--- src/rtl/dma_sequencer_n.sv ---
// Multi-channel DMA request sequencer: arbitrates per-channel requests (bounded burst
// round-robin), muxes the granted channel onto a single DMA controller port.
module dma_sequencer_n #(
  parameter int DEVNUM = 4,
  parameter int AW     = 21,
  parameter int DW     = 8,
  parameter int BURST  = 1
) (
  input  logic                 clk,
  input  logic                 rst_n,
  input  logic [DEVNUM-1:0]    req,
  input  logic [DEVNUM-1:0]    en,
  input  logic [DEVNUM*AW-1:0] addr,
  input  logic [DEVNUM-1:0]    rnw,
  input  logic [DEVNUM*DW-1:0] wd,
  output logic [DEVNUM-1:0]    ack,
  output logic [DEVNUM-1:0]    done,
  output logic [DW-1:0]        rd,
  output logic [DEVNUM-1:0]    grant,
  output logic                 busy,
  output logic                 dma_req,
  output logic [AW-1:0]        dma_addr,
  output logic                 dma_rnw,
  output logic [DW-1:0]        dma_wd,
  input  logic [DW-1:0]        dma_rd,
  input  logic                 dma_ack,
  input  logic                 dma_end
);

  localparam int CW = $clog2(BURST + 1);
  localparam int IW = $clog2(DEVNUM);

  // Handshake: dma_req is high while the granted channel holds req; a cycle with
  // dma_ack high accepts the muxed request, and dma_end later closes the acked transfer.
  typedef enum logic {S_IDLE = 1'b0, S_BUSY = 1'b1} state_t;

  state_t            r_state, w_state_nxt;
  logic [DEVNUM-1:0] r_grant, w_grant_nxt;
  logic [DEVNUM-1:0] r_osel;
  logic [CW-1:0]     r_cnt, w_cnt_nxt, w_cnt_inc;
  logic [DEVNUM-1:0] w_reqe, w_low, w_rr;
  logic [IW-1:0]     w_gidx;
  logic              w_own_req;

  assign w_reqe    = req & en;
  assign w_own_req = |(r_grant & w_reqe);
  assign w_cnt_inc = r_cnt + CW'(1);

  // With no grant the index defaults to the top channel, so the scan starts at channel 0.
  always_comb begin
    w_gidx = IW'(DEVNUM - 1);
    for (int i = 0; i < DEVNUM; i++)
      if (r_grant[i]) w_gidx = IW'(i);
  end

  always_comb begin
    w_low = '0;
    for (int i = DEVNUM - 1; i >= 0; i--)
      if (w_reqe[i]) begin
        w_low    = '0;
        w_low[i] = 1'b1;
      end
  end

  always_comb begin : rr_scan
    int   v_idx;
    logic v_found;
    w_rr    = '0;
    v_found = 1'b0;
    v_idx   = 0;
    for (int k = 1; k <= DEVNUM; k++) begin
      v_idx = int'(w_gidx) + k;
      if (v_idx >= DEVNUM) v_idx = v_idx - DEVNUM;
      if (!v_found && w_reqe[IW'(v_idx)]) begin
        w_rr[IW'(v_idx)] = 1'b1;
        v_found          = 1'b1;
      end
    end
  end

  always_comb begin
    w_state_nxt = r_state;
    w_grant_nxt = r_grant;
    w_cnt_nxt   = r_cnt;
    case (r_state)
      S_IDLE: begin
        w_grant_nxt = w_low;
        w_cnt_nxt   = '0;
        if (|w_reqe) w_state_nxt = S_BUSY;
      end
      S_BUSY: begin
        if (!dma_req) w_state_nxt = S_IDLE;
        if (dma_ack) begin
          if (w_own_req && (w_cnt_inc < CW'(BURST))) begin
            w_cnt_nxt = w_cnt_inc;
          end else begin
            w_grant_nxt = w_rr;
            w_cnt_nxt   = '0;
          end
        end
      end
      default: w_state_nxt = S_IDLE;
    endcase
  end

  always_ff @(posedge clk or negedge rst_n) begin
    if (!rst_n) begin
      r_state <= S_IDLE;
      r_grant <= '0;
      r_cnt   <= '0;
      r_osel  <= '0;
    end else begin
      r_state <= w_state_nxt;
      r_grant <= w_grant_nxt;
      r_cnt   <= w_cnt_nxt;
      if (dma_ack) r_osel <= r_grant;
    end
  end

  // done follows the channel captured at ack time, not the live grant.
  always_comb begin
    dma_addr = '0;
    dma_wd   = '0;
    for (int i = 0; i < DEVNUM; i++)
      if (r_grant[i]) begin
        dma_addr = dma_addr | addr[i*AW +: AW];
        dma_wd   = dma_wd | wd[i*DW +: DW];
      end
  end

  assign dma_req = |(r_grant & req);
  assign dma_rnw = (r_grant == '0) ? 1'b1 : |(r_grant & rnw);
  assign ack     = r_grant & {DEVNUM{dma_ack}};
  assign done    = r_osel & {DEVNUM{dma_end}};
  assign rd      = dma_rd;
  assign grant   = r_grant;
  assign busy    = (r_state == S_BUSY);

endmodule

--- config.mk ---
export PLATFORM = sky130hd
export DESIGN_NAME = dma_sequencer_n
export DESIGN_NICKNAME = d
export VERILOG_FILES = /design/src/rtl/dma_sequencer_n.sv
export SDC_FILE = /design/constraint.sdc
export NUM_CORES = 1
export LEC_CHECK = 0
export ABC_AREA = 1
export CORE_MARGIN = 5
export CORE_UTILIZATION = 25
export CTS_CLUSTER_DIAMETER = 50
export DETAILED_ROUTE_END_ITERATION = 8
export PLACE_DENSITY = 0.71
export SLEW_MARGIN = 25
export SYNTH_ARGS = -nofsm -noshare
export SYNTH_HDL_FRONTEND = slang
export SYNTH_SLANG_ARGS = --single-unit
--- constraint.sdc ---
create_clock -name clk -period 3.74 [get_ports clk]
set_clock_uncertainty 0.05 [all_clocks]
set_input_delay 1.122 -clock clk [delete_from_list [all_inputs] [get_ports clk]]
set_output_delay 1.122 -clock clk [all_outputs]
set_load 0.02 [all_outputs]
; Yosys cells after proc, flatten, opt, wreduce, memory -nomap -nowiden
; Cells that the tools add are included.
[word_totals]
register_bits = 10
latch_bits = 0
ramBits = 0
rom_bits = 0
in_bits = 140
output_inout_bits = 52
word_cells = 118
n_memories = 0
[classes]
add_sub_neg = 9
multipliers = 0
div = 0
magnitude_cmp = 13
eq_ne = 2
n_shift = 0
n_mux = 57
bitwise = 16
reduce_logical = 17
[ops]
columns = cell, count
row1 = $mux W21, 4
row2 = $or A21 B21 Y21, 3
row3 = $mux W4, 10
row4 = $mux W8, 4
row5 = $and A4 B4 Y4, 6
row6 = $or A8 B8 Y8, 3
row7 = $mux W1, 20
row8 = $lt A2 B4 Y1 const B, 4
row9 = $mux W2, 8
row10 = $reduce_or A4 Y1, 4
row11 = $or A4 B4 Y4, 3
row12 = $ge A3 B3 Y1 const B, 3
row13 = $bmux W1 S2, 4
row14 = $demux W1 S2, 4
row15 = $ge A2 B1 Y1 const B, 4
row16 = $logic_and A1 B1 Y1, 8
row17 = $pmux W4 S2, 1
row18 = $sub A2 B1 Y2 const B, 4
row19 = $add A2 B2 Y3 const B, 2
row20 = $add A2 B3 Y4 const B, 1
row21 = $ge A4 B3 Y1 const B, 1
row22 = $logic_not A4 Y1, 1
row23 = $ne A2 B2 Y1 const B, 2
row24 = $pmux W1 S2, 2
row25 = 6 further kinds, 8

; Depth between registers and ports, before layout
[depth]
ltp_word = 23
depth_mapped = 14
ltp_nobuf = 13

; Least setup slack after synthesis
; OpenSTA, ideal clock, no wires.
[synth_timing]
path_kind = input to output
from = input rnw[2]
to = output dma_rnw
arrival_ns = 1.702
required_ns = 2.568
slack_ns = 0.866
cell_stages = 3
n_path_buf = 0
cell_sequence = a22o_1 > a221oi_1 > nand2_1
[synth_via]
elab_chain_cells = 3
[synth_rtl]
columns = item, line_no
row1 = "start, declared", 14  ; input logic [DEVNUM-1:0] rnw,
row2 = $and A4 B4 Y4, 132  ; assign dma_rnw = (r_grant == '0) ? 1'b1 : |(r_grant & rnw);
row3 = $reduce_or A4 Y1, 132
row4 = $mux W1, 132
row5 = "end, declared", 23  ; output logic dma_rnw,
; Every way passes these cells.

; Final worst setup path
[layout_timing]
from = input req[0]
to = output dma_req
[layout_via]
elab_chain_cells = 2
[layout_rtl]
columns = item, line_no
row1 = "start, declared", 11  ; input logic [DEVNUM-1:0] req,
row2 = $and A4 B4 Y4, 131  ; assign dma_req = |(r_grant & req);
row3 = $reduce_or A4 Y1, 131
row4 = "end, declared", 21  ; output logic dma_req,
; Every way passes these cells.

==> results by stage <==
Yosys:
- Of the total synthesized cell area, the portion taken by XOR and XNOR cells is 0%.
- The share of synthesized area in the top cell type comes to 33.29%.
- The count of flip-flops with a built-in enable after synthesis is 0.
- The multiplexer share of the synthesized area is 0%.
- The synthesized netlist cell count is 351.
- Ranked by total cell area, the synthesized netlist is headed by sky130_fd_sc_hd__nand2_1, sky130_fd_sc_hd__dfrtp_1, sky130_fd_sc_hd__nand4_1.
- The most used flip-flop cell after synthesis is sky130_fd_sc_hd__dfrtp_1.
- After synthesis the cells add up to 0.001906 mm2.
- The average instance in the mapped netlist occupies 5.429 um2.
- The share of synthesized area occupied by flip-flops and latches is 13.13%.
- The synthesized-area fraction occupied by adder cells is 3.940%.
- The proportion of register bits with asynchronous set or reset after synthesis is 100.0%.
- The net count after synthesis is 497.
- Of all cell types, the one taking the most synthesized area is sky130_fd_sc_hd__nand2_1.
- During synthesis, Yosys emitted a total of 0 warnings.
- The basic-gate share of the synthesized area counting and, or, nand and nor cells is 62.11%.
- The combinational family with the most area after synthesis is simple AND/OR/NAND/NOR gates.
- The synthesized netlist devotes 6.172% of its cell area to compound gates.
- In this run, synthesis produced a sequential element count of 10.
- Synthesis instantiated 31 different standard cells from the library.

Run status:
- The run finished with clean final reports.

Global routing:
- Entering global routing, the biggest net connects 22 pins.
- The total overflow left after global routing is 0.
- The first global-routing pass estimated 14,690 um of wire.
- The number of antenna violations at the first check in global routing is 0.
- Across every metal layer, demand over resource in global routing totals 18.77%.
- The number of global-route vias before repair is 2,918.

Routing:
- After detailed routing, the average wire length per cell comes to 15.08 um.
- The via count of the routed design is 2,902.
- Wires add up to 9244 um.
- After detailed routing, the number of remaining DRC violations is 0.
- The first detailed-routing pass ran for 4 iterations.
- The via density per instance is 4.734.
- The detail route stage leaves a number of antenna-violating nets equal to 0.
- The initial detailed-routing violation count is 120.

Critical path:
- The kind of start point of the critical path is an input pin.
- The slowest stage cell on the critical path is sky130_fd_sc_hd__clkdlybuf4s50_1.
- The data arrival time of the critical path is 2430 ps.
- The required time of the critical path is 2570 ps.
- Grouping stages by cell kind, the critical path spends the most delay in buffers and inverters.
- Of all nets on the critical path, the largest fanout is 2.
- The worst path buffer plus inverter count is 2.
- Walking the worst path, the cells encountered are clkdlybuf4s50_1 > nand2_1 > nand4_1 > clkdlybuf4s50_1.
- On the worst path, the slowest cell contributes a delay of 620 ps.
- By instance count, the cell type seen most on the critical path is sky130_fd_sc_hd__clkdlybuf4s50_1.
- The critical path is of the input pin to output pin type.
- The kind of end point of the critical path is an output pin.

CTS:
- Clock latency on the worst-skew pair, taken at its later pin, is 230 ps.
- In this run, post-CTS hold repair placed 0 buffers.
- TritonCTS built the clock tree.
- The number of sinks driven by the clock tree is 10.
- The root buffer cell chosen for the clock tree is sky130_fd_sc_hd__clkbuf_8.
- After clock tree synthesis, the clock-pin slew on the worst setup and hold paths is 40 ps.
- In this run the deepest clock path goes through 2 buffers.
- The TritonCTS buffer count is 3.
- In this run the number of H-tree levels came out at 1.

Cells and area:
- The count of non-filler cells in the finished layout is 613.
- Leaving out fill and tap cells, the most frequent cells in the layout are sky130_fd_sc_hd__clkdlybuf4s50_1, sky130_fd_sc_hd__nand2_1, sky130_fd_sc_hd__nand4_1.
- The signed area change from the synthesized netlist to the final layout is 97.18%.
- The sequential cell area is 250.2 um2.
- The layout has 705 filler cells.
- The most common cell after layout, fill and taps aside is sky130_fd_sc_hd__clkdlybuf4s50_1.
- For this run, the share of the core covered by cells in the final layout is 51.25%.
- The fraction of layout instances using a drive strength above 1 is 6.420%.
- Summing all multi-input logic gate instances after layout gives 0.001376 mm2.
- At the end of the flow, the number of nets in the layout was 661.
- The repair_antennas step left the layout with diodes totalling 0.

Placement:
- The routability congestion estimate from global placement is 0.8261.
- Port buffering added 175 buffers.
- The total placed cells including tap cells is 609.
- The HPWL after detailed placement is 7964 um.

Power:
- Sequential cells burn 8.1% of the power.
- The power per unit of standard cell area is 713.7 mW/mm2.
- Combinational logic burns 87.1% of the power.
- The share of total power in the clock network is 4.8%.
- The switching fraction of total power is 54.97%.
- The largest voltage drop on the vdd net is 249.3 uV.
- In this run the power spent charging and discharging nets is 1.474 mW.
- The leakage power is 1.666 nW.
- The cell-internal power is 1.208 mW.

Flow run:
- The tool flagged a number of max-cap violations equal to 0.

STA:
- The final count of hold timing violations is 0.
- Setup repair after global routing left no endpoint under its margin.
- The worst relative slew slack is 62.40%.
- The final number of max-transition violations was 0.
- The highest clock rate is 277.8 MHz.
- For the finished layout, the period the worst path requires is 3599 ps.
- The transition time of the tightest slew-check pin is 564.0 ps.
- The portion of the clock cycle consumed by the worst path in the final layout is 96.24%.
- Setup violations remaining at the end of the flow were counted as 0.

Floorplanning:
- The vertical extent of the die is 97.31 um.
- The floorplan has 31 rows.
- The standard cell core area is 0.007331 mm2.
- Once the floorplan was initialized, standard cells occupied 25.99% of the core.
- Measured along the x axis, the die boundary spans 97.31 um.
- The die covers 0.009468 mm2.
- The top-level port count is 192.

Worst hold path:
- The type of the tightest min-delay check is flip-flop to flip-flop.
[final timing paths]
check / start / endpoint / slack, ps / cells after the start
max: req[0] / dma_req / 140 / 4
max in group asynchronous: rst_n / r_osel[0]$_DFFE_PN0P_ / 2190 / 1
min reg2reg: r_osel[0]$_DFFE_PN0P_ / r_osel[0]$_DFFE_PN0P_ / 470 / 2
min: r_osel[0]$_DFFE_PN0P_ / r_osel[0]$_DFFE_PN0P_ / 470 / 2
min in group asynchronous: rst_n / grant[0]$_DFFE_PN0P_ / 1150 / 1
max reg2reg: grant[0]$_DFFE_PN0P_ / grant[1]$_DFFE_PN0P_ / 1320 / 12
[tightest hold or removal path: cells and delay by family (launching register included)]
family,cells,cell delay (ps)
buffers and inverters,1,50
AO/OA/AOI/OAI,1,60
flip-flops,1,370
[Yosys cell counts (2+ instances only)]
cell type,instances
sky130_fd_sc_hd__nand2_1,169
sky130_fd_sc_hd__nand4_1,30
sky130_fd_sc_hd__inv_1,28
sky130_fd_sc_hd__nand3_1,27
sky130_fd_sc_hd__nor2_1,11
sky130_fd_sc_hd__clkbuf_1,10
sky130_fd_sc_hd__dfrtp_1,10
sky130_fd_sc_hd__buf_4,9
sky130_fd_sc_hd__a21oi_1,7
sky130_fd_sc_hd__o21ai_0,7
sky130_fd_sc_hd__ha_1,6
sky130_fd_sc_hd__nand2_2,6
sky130_fd_sc_hd__nor3_1,4
sky130_fd_sc_hd__buf_1,3
sky130_fd_sc_hd__buf_6,3
sky130_fd_sc_hd__nor2_4,3
sky130_fd_sc_hd__inv_2,2
sky130_fd_sc_hd__nor2_2,2
sky130_fd_sc_hd__o211ai_1,2
[power by group through the flow]
stage | sequential [mW] | combinational [mW] | clock [mW]
after floorplan | 0.208 | 1.46 | 0
after global placement | 0.219 | 2.33 | 0
after detailed placement | 0.219 | 2.35 | 0
after CTS | 0.218 | 2.35 | 0.132
after global routing | 0.228 | 2.57 | 0.139
final | 0.217 | 2.34 | 0.128
[per-layer routing]
layer	routed length, um	part of all wire (%)	global-route usage, %
met5	0	0	0
met1	3679	40	21.69
met4	125	1.4	2.662
met3	566	6.1	4.451
met2	4873	53	35.62
[stage by stage]
step | cell area [um2] | setup TNS (ps) | hold slack (ps) | setup WS, ps | power, mW
after floorplan | 1906 | 0 | 422.9 | 866.4 | 1.665
after global placement | 3701 | -33.88 | 449.6 | -33.88 | 2.545
after detailed placement | 3701 | -47.27 | 461.3 | -47.27 | 2.567
after CTS | 3755 | 0 | 473.3 | 50.91 | 2.703
after global routing | 3757 | 0 | 489.8 | 65.87 | 2.936
final | 3757 | 0 | 474.9 | 140.6 | 2.682
[what timing repair did]
action | 4_1_cts | 5_1_grt
endpoints found under the setup margin | 1 | 4
resized for setup | 1 | 1
pin swaps | 0 | 0
buffers inserted | 0 | 0
[kinds of logic after synthesis]
group / Yosys count
and+or+nand+nor: 258
buffers and inverters: 57
AOI/OAI and AO/OA: 20
DFF: 10
adders and majority gates: 6
[flip-flops by register name, summed over array words and instances, names as in the netlist]
signal / cells
busy: 1
grant: 4
r_cnt: 1
r_osel: 4
[area by class of cell]
cell class | count | area share, %
Inverter | 31 | 3.297
Tap cell | 99 | 3.297
Sequential cell | 10 | 6.660
Multi-Input combinational cell | 284 | 36.63
Clock buffer | 4 | 1.465
Timing Repair Buffer | 185 | 48.65
No activity file was read; power rests on OpenSTA's default activity.
==> patch (config.mk and constraints unchanged) <==
`DW`: 8 -> 9.
--- a/src/rtl/dma_sequencer_n.sv
+++ b/src/rtl/dma_sequencer_n.sv
@@ -4,5 +4,5 @@
   parameter int DEVNUM = 4,
   parameter int AW     = 21,
-  parameter int DW     = 8,
+  parameter int DW     = 9,
   parameter int BURST  = 1
 ) (
Interface: changed (resized dma_rd, dma_wd, rd and wd); port bits go from 192 to 199. No check against the original RTL was run, so the function may have changed too.
==> patch against the original RTL <==
  * Sequential power is 14% higher
  * Sequential cell count is the same
  * Area after synthesis is essentially flat
  * Register-to-register slack worse by 0.46 ns
  * Cell area grew 0.90%
  * Wire length fell by 2.5%
  * Critical path type unchanged
  * Total power down 1.3%
  * Worst setup slack worse by 0.059 ns
==> patch: results (changes against the original RTL) <==
number of placed instances with taps included 616 (+1.1%); Post-DP Area 3750 um^2 (+1.4%); via count of the first global-routing pass 3013 (+3.3%); Routed wire per std cell 14.6 um (-3.4%); fraction of synthesis flops using an asynchronous set or reset pin 100% (unchanged); H-tree lvl count 1 (unchanged); total wirelength of the detailed-routed design 9020 um (-2.5%); global-route wire length before repair 14600 um (-0.94%); Post-Synthesis Net Count 508 (+2.2%); switching power as a share of total power 55.1% (+0.12 points); cell types with the largest area share after synthesis sky130_fd_sc_hd__nand2_1 (34%), sky130_fd_sc_hd__dfrtp_1 (13%), sky130_fd_sc_hd__nand4_1 (10%); share of final-layout standard cells stronger than drive strength 1 5.58% (-0.84 points); cts bufs inserted 3 (unchanged); routability cong. 0.908 (+9.9%); maximum fanout along the worst path 7 (+5); initial antenna violation count 0 (unchanged); per-cell via count in the routed design 4.66 (-1.5%); net total in the final layout 673 (+1.8%); post-placement worst setup slack 0.00563 ns (+0.0529 ns); placed wire-length estimate 7580 um (-4.9%); CP endpoint ack[3]; buffer type at the clock tree root sky130_fd_sc_hd__clkbuf_8; setup slack on the worst flop-to-flop path 0.86 ns (-0.46 ns); Hold Path Class flop to flop; fraction of the yosys area taken by sequential cells 13.1% (about the same); VDD IR max 0.347 mV (+39%); largest net degree at the start of global routing 40 (+82%); Setup Buffers After CTS 0 (unchanged); run status completed; launching point of the worst reg2reg path grant[3]$_DFFE_PN0P_; crit path launch dma_ack; Layout fillers 733 (+4.0%); warning count from the yosys run 0 (unchanged); post-route setup slack 0.0817 ns (-0.0589 ns); diode count 0 (unchanged); PortBufs 180 (+2.9%); number of distinct library cells after synthesis 30 (-3.2%); ranking of synthesized cells by instance count sky130_fd_sc_hd__nand2_1 (174), sky130_fd_sc_hd__nand4_1 (31), sky130_fd_sc_hd__inv_1 (28); first-pass detailed-route iteration total 5 (+1); number of cells traversed by the worst register-to-register path 13 (+1); GRT Total Usage 18.4% (-0.40 points); clock transition at the registers of the reported paths 0.04 ns (about the same); area of all placed cells without fillers 3790 um^2 (+0.90%); total leakage power 1.67 nW (about the same); instance count of the mapped netlist 357 (+1.7%); Post-synth EDFFs 0 (unchanged); initial detailed-routing violation count 140 (+17%); Main synth FF type sky130_fd_sc_hd__dfrtp_1; number of buffers on the longest clock path 2 (unchanged); clock latency at the later pin of the worst-skew pair 0.23 ns (about the same); transition time at the pin with the least slew margin 0.682 ns (+0.118 ns); capturing point of the worst reg2reg path grant[0]$_DFFE_PN0P_
patch: cell types whose count changed in the layout (fill, tap and decap cells not counted), moves of 2 or more:
cell and change:
sky130_fd_sc_hd__a21oi_1 -2, sky130_fd_sc_hd__a21oi_2 +2, sky130_fd_sc_hd__buf_12 +2, sky130_fd_sc_hd__buf_4 -5
sky130_fd_sc_hd__clkdlybuf4s50_1 +6, sky130_fd_sc_hd__nand2_1 +5
patch: power by group through the flow:
stage	clock network [W]	logic, W	registers [W]
after floorplan	0	0.00141	0.000215
after global placement	0	0.00228	0.000250
after detailed placement	0	0.00230	0.000250
after CTS	0.000106	0.00231	0.000249
after global routing	0.000118	0.00253	0.000261
final	0.000103	0.00230	0.000247
patch: cell families after synthesis:
| kind of cell | after synthesis | synth area share (%) |
|---|---|---|
| AOI/OAI and AO/OA | 20 | 6.56 |
| adders and majority gates | 6 | 3.94 |
| DFF | 10 | 13.1 |
| buffers and inverters | 58 | 14.4 |
| and+or+nand+nor | 263 | 61.9 |
patch: cell type report:
| type | count | share of cell area [%] |
|---|---|---|
| Clock buffer | 3 | 1.09 |
| Tap cell | 99 | 3.27 |
| Inverter | 31 | 3.07 |
| Multi-Input combinational cell | 289 | 36.4 |
| Sequential cell | 10 | 6.60 |
| Timing Repair Buffer | 187 | 49.5 |
patch: worst min-delay path by stage:
stage / startpoint / to / slack (ns) / depth (start not counted)
6_report: r_cnt$_DFFE_PN0P_ / r_cnt$_DFFE_PN0P_ / 0.46 / 2
5_1_grt: r_cnt$_DFFE_PN0P_ / r_cnt$_DFFE_PN0P_ / 0.48 / 2
4_1_cts: r_cnt$_DFFE_PN0P_ / r_cnt$_DFFE_PN0P_ / 0.46 / 2
3_5_place_dp: r_cnt$_DFFE_PN0P_ / r_cnt$_DFFE_PN0P_ / 0.45 / 2
3_3_place_gp: r_cnt$_DFFE_PN0P_ / r_cnt$_DFFE_PN0P_ / 0.45 / 2
2_1_floorplan: r_cnt$_DFFE_PN0P_ / r_cnt$_DFFE_PN0P_ / 0.42 / 2
patch: layer usage:
metal  GRT usage, %  share of wire [%]  vias to the layer above
met5              0                  0                        -
met4           5.11                2.1                        0
met3           5.74                7.9                       16
met2           34.7                 53                      102
met1           19.5                 37                     1294
li1               -                  -                     1475
patch: critical path, cell delays in order:
cell and delay, ns:
sky130_fd_sc_hd__clkdlybuf4s50_1 0.58, sky130_fd_sc_hd__nand2_1 0.11, sky130_fd_sc_hd__inv_1 0.08, sky130_fd_sc_hd__clkdlybuf4s50_1 0.59
patch: what timing repair did:
item,4_1_cts,5_1_grt
resized for setup,1,0
endpoints found under the setup margin,1,0
hold buffers,0,0
